<file path="src/rtl/mult_datapath.sv">
// mult_datapath: operand/accumulator datapath for a half-width shift-add multiplier.
// Holds two WIDTH-bit operands. Each cycle the controller picks one half of each
// operand. Their product is shifted and added into a 2*WIDTH-bit accumulator.
module mult_datapath #(
  parameter int WIDTH = 8
) (
  input  logic                 clk,
  input  logic                 rst,
  input  logic [WIDTH-1:0]     A_in,
  input  logic [WIDTH-1:0]     B_in,
  input  logic                 mult_sel,
  input  logic                 resultRes,
  input  logic                 Asel,
  input  logic                 Bsel,
  input  logic [1:0]           ans_sel,
  output logic [2*WIDTH-1:0]   result,
  output logic                 done
);

  localparam int HALF = WIDTH / 2;

  logic [WIDTH-1:0]   r_opA;
  logic [WIDTH-1:0]   r_opB;
  logic [2*WIDTH-1:0] r_acc;
  logic               r_done;

  logic [HALF-1:0]    w_a_half;
  logic [HALF-1:0]    w_b_half;
  logic [WIDTH-1:0]   w_pp;
  logic [2*WIDTH-1:0] w_pp_ext;
  logic [2*WIDTH-1:0] w_addend;
  logic               w_acc_en;

  assign w_a_half = Asel ? r_opA[WIDTH-1:HALF] : r_opA[HALF-1:0];
  assign w_b_half = Bsel ? r_opB[WIDTH-1:HALF] : r_opB[HALF-1:0];

  // Both factors are zero-extended to WIDTH bits, so the product is formed unsigned and cannot be truncated.
  assign w_pp     = {{HALF{1'b0}}, w_a_half} * {{HALF{1'b0}}, w_b_half};
  assign w_pp_ext = {{WIDTH{1'b0}}, w_pp};

  // ans_sel=11 is the hold code. A load or a clear also blocks accumulation.
  assign w_acc_en = !mult_sel && !resultRes && (ans_sel != 2'b11);

  // Select the shift amount that aligns the partial product.
  always_comb begin
    w_addend = '0;
    case (ans_sel)
      2'b00:   w_addend = w_pp_ext;
      2'b01:   w_addend = w_pp_ext << HALF;
      2'b10:   w_addend = w_pp_ext << WIDTH;
      default: w_addend = '0;
    endcase
  end

  // Capture the operands while the controller holds mult_sel high.
  always_ff @(posedge clk or negedge rst) begin
    if (!rst) begin
      r_opA <= '0;
      r_opB <= '0;
    end else if (mult_sel) begin
      r_opA <= A_in;
      r_opB <= B_in;
    end
  end

  // Accumulator. A clear has priority over an add. The sum wraps modulo 2^(2*WIDTH).
  always_ff @(posedge clk or negedge rst) begin
    if (!rst) begin
      r_acc <= '0;
    end else if (resultRes) begin
      r_acc <= '0;
    end else if (w_acc_en) begin
      r_acc <= r_acc + w_addend;
    end
  end

  // done is a one-cycle strobe that follows the final hi*hi accumulation.
  always_ff @(posedge clk or negedge rst) begin
    if (!rst) begin
      r_done <= 1'b0;
    end else begin
      r_done <= w_acc_en && (ans_sel == 2'b10);
    end
  end

  assign result = r_acc;
  assign done   = r_done;

endmodule

</file>
<file path="config.mk">
export PLATFORM = sky130hd
export DESIGN_NAME = mult_datapath
export DESIGN_NICKNAME = d
export VERILOG_FILES = /design/src/rtl/mult_datapath.sv
export SDC_FILE = /design/constraint.sdc
export NUM_CORES = 1
export LEC_CHECK = 0
export ABC_AREA = 1
export BUFFER_PORTS_ARGS = -buffer_cell sky130_fd_sc_hd__buf_2
export CORE_MARGIN = 2
export CORE_UTILIZATION = 50
export CTS_CLUSTER_DIAMETER = 40
export DETAILED_ROUTE_END_ITERATION = 10
export HOLD_SLACK_MARGIN = 0.06
export PLACE_DENSITY_LB_ADDON = 0.05
export SLEW_MARGIN = 5
export SYNTH_ARGS = -nofsm -noshare
export SYNTH_HDL_FRONTEND = slang
export SYNTH_SLANG_ARGS = --single-unit
</file>
<file path="constraint.sdc">
create_clock -name clk -period 4.5 [get_ports clk]
set_input_delay 0.45 -clock clk [delete_from_list [all_inputs] [get_ports clk]]
set_output_delay 0.45 -clock clk [all_outputs]
set_load 0.01 [all_outputs]
</file>
==> flow_metrics.env <==
export IMPL_max_freq_mhz=235
export IMPL_worstSetupPathType="register to register"
export IMPL_critPathArrivalTime_ps=4430
export IMPL_vdd_drop_max_mv=0.163
export IMPL_startpoint_type="register"
export IMPL_ioPinCount=41
export IMPL_synthesis_area_um2=2690
export IMPL_cp_end_kind="register"
export IMPL_nFillCells=481
export IMPL_cp_startpoint="r_opB[6]"
export IMPL_cts_sinks=33
export IMPL_yosys_warnings=0
export IMPL_yosys_top_cells_area="dfrtp_1, nand2_1, ha_1"
export IMPL_ys_ff_latch=33
export IMPL_maxCapViolCount=0
export IMPL_slew_headroom_pct=49.5
export IMPL_antenna_cells=0
export IMPL_tns_ps=0
export IMPL_period_minus_slack_ps=4250
export IMPL_skew_ps=11.7
export IMPL_endpoint="result[10]"
export IMPL_start_util_pct=52.3
export IMPL_area_delta_synth_final_pct=21.5
export IMPL_ys_async_sr_fraction_pct=100
export IMPL_cts_hold_buffers=0
export IMPL_drt_pass1_iter_count=6
export IMPL_routed_via_count=2564
export IMPL_avgSynthCellArea_um2=7.22
export IMPL_final_setup_viol_count=0
export IMPL_portBuffers=40
export IMPL_grt_max_degree=34
export IMPL_ctsLongestPathBuffers=2
export IMPL_drive_gt1_share_pct=23.1
export IMPL_worstSkewPairLatency_ps=300
export IMPL_track_usage_pct=23.6
export IMPL_reg2reg_depth=21
export IMPL_synth_top_area_cell="dfrtp_1"
export IMPL_syn_nets=428
export IMPL_chipWidth_um=77.3
export IMPL_hold_viol=0
export IMPL_timing_rr_start="r_opB[6]"
export IMPL_dieHeight_um=77.3
export IMPL_tightest_slew_ps=758
export IMPL_post_synth_inst_count=372
export IMPL_cp_required_ps=4680
export IMPL_r2r_setup_slack_ps=250
export IMPL_synth_edff_count=0
export IMPL_cts_tree="built"
export IMPL_rows=26
export IMPL_yosysUniqueCellTypes=39
export IMPL_cts_buffers=5
export IMPL_cts_root_buffer="clkbuf_8"
export IMPL_grt_pass1_wl_mm=11.3
export IMPL_clk_pin_slew_ps=90
export IMPL_gp_congestion=0.897
export IMPL_r2r_end="result[10]"
export IMPL_dpl_hpwl_mm=4.98
export IMPL_grt_pass1_vias=2423
export IMPL_htree_levels=2
export IMPL_wl_per_cell_um=13.1
export IMPL_core_area_um2=5140
export IMPL_drv_slew=0
export IMPL_via_per_inst=5.14
export IMPL_p_per_area_nw_per_um2=337
export IMPL_path_max_fanout=5
export IMPL_synthFlopType="dfrtp_1"
export IMPL_numPlacedInstances=488
export IMPL_drc=0
export IMPL_nets=484
export IMPL_outcome="completed"
export IMPL_grt_overflow=0
export IMPL_synth_top_area_share_pct=30.7
export IMPL_p_leak_nw=1.80
export IMPL_yosysSeqAreaShare_pct=30.7
export IMPL_hold_path_class="input pin to async pin"
export IMPL_drt_iter0_drc=137
export IMPL_instances_no_fill=499
export IMPL_die_area_um2=5980
export IMPL_ant_nets=0
export IMPL_antenna_found_initial=0
export IMPL_wirelength_mm=6.54
export IMPL_fin_crit_sh_pct=94.5
## routing by layer
metal / vias to the layer above / global-route usage (%) / wire, um
met5: - / 0 / 0
met3: 8 / 3.18 / 425
li1: 1332 / - / -
met2: 77 / 35.9 / 2750
met1: 1147 / 35.3 / 3280
met4: 0 / 5.54 / 73
## cell type report
class	count	area [um2]	area share [%]
well taps	70	87.6	2.68
multi-input cells	291	1770	54.1
repair buffers	54	305	9.35
inverters	43	164	5.02
flip-flops and latches	33	826	25.3
clock inverters	3	46.3	1.42
clock buffers	5	68.8	2.11
## stage by stage
stage	power, W	util [%]	setup slack, ps	hold slack (ps)	cell area, um2
after floorplan	0.000617	-	315	154	2690
after global placement	0.000744	58.8	-77.3	453	3020
after detailed placement	0.000749	58.8	-188	454	3020
after CTS	0.00105	61.1	34.9	250	3140
after global routing	0.00118	63.5	-34.2	284	3260
final	0.00110	63.5	246	214	3260
## worst max-delay path, stage by stage (launching register included)
cell,delay (ps)
dfrtp_1,340
inv_1,50
nand2_1,50
o21ai_0,100
or2_2,330
fa_1,510
inv_1,50
fa_1,500
ha_1,210
nand2_1,60
nand2_1,60
a31oi_1,170
xor2_1,300
o22ai_1,170
ha_1,390
a21oi_2,200
a21boi_4,220
nor2_2,70
nand2_1,90
nand3b_1,90
nand3_1,130
nand2_1,60
## synthesized netlist by cell type (all sizes together), types with 3 or more instances
cell type,number
clkbuf,3
inv,42
nand3,21
fa,5
o21ai,34
o21bai,3
nand2,117
ha,27
nor2,38
o22ai,8
or2,4
a21oi,18
dfrtp,33
## registers in the layout (all words and copies together), names as in the netlist
register  flops
r_opA         8
r_opB         8
result       16
done          1
## how the worst min path moves through the flow
stage	startpoint	end	slack [ps]	cells past startpoint
6_report	rst	r_opA[5]	210	1
5_1_grt	rst	r_opA[1]	280	1
4_1_cts	rst	r_opA[5]	250	1
3_5_place_dp	r_opA[2]	r_opA[2]	450	2
3_3_place_gp	r_opA[2]	r_opA[2]	450	2
2_1_floorplan	rst	done	150	0
## power by group
group,internal (W),switching [W],total [W],leakage (nW)
clock network,0.000166,0.000128,0.000294,0.0543
logic,0.000195,0.000266,0.000461,1.32
registers,0.000324,0.0000194,0.000344,0.429
total,0.000685,0.000414,0.00110,1.80
## cell usage in the layout (no fill, tap or decap), types with 11 or more instances in the layout
cell type  instances
a21oi_1           11
ha_1              24
dfrtp_1           33
buf_4             14
inv_1             35
nor2_1            35
buf_2             40
o21ai_0           24
nand2_1          115
nand3_1           19
## what timing repair did
| action | 4_1_cts | 5_1_grt |
|---|---|---|
| gates resized for setup | 0 | 19 |
| setup buffers | 0 | 3 |
| hold endpoints to repair | 0 | 0 |
| endpoints found under the setup margin | 0 | 10 |
## kinds of logic (layout without fill, tap and decap cells)
family,after synthesis,in the layout,share of synthesized area (%)
DFF,33,33,30.7
xor gates and xnor gates,4,4,1.30
buffers and inverters,48,105,7.36
and+or+nand+nor,186,186,29.1
adders and majority gates,32,32,16.3
AOI/OAI and AO/OA,69,69,15.2
(Power assumes the default switching activity.)
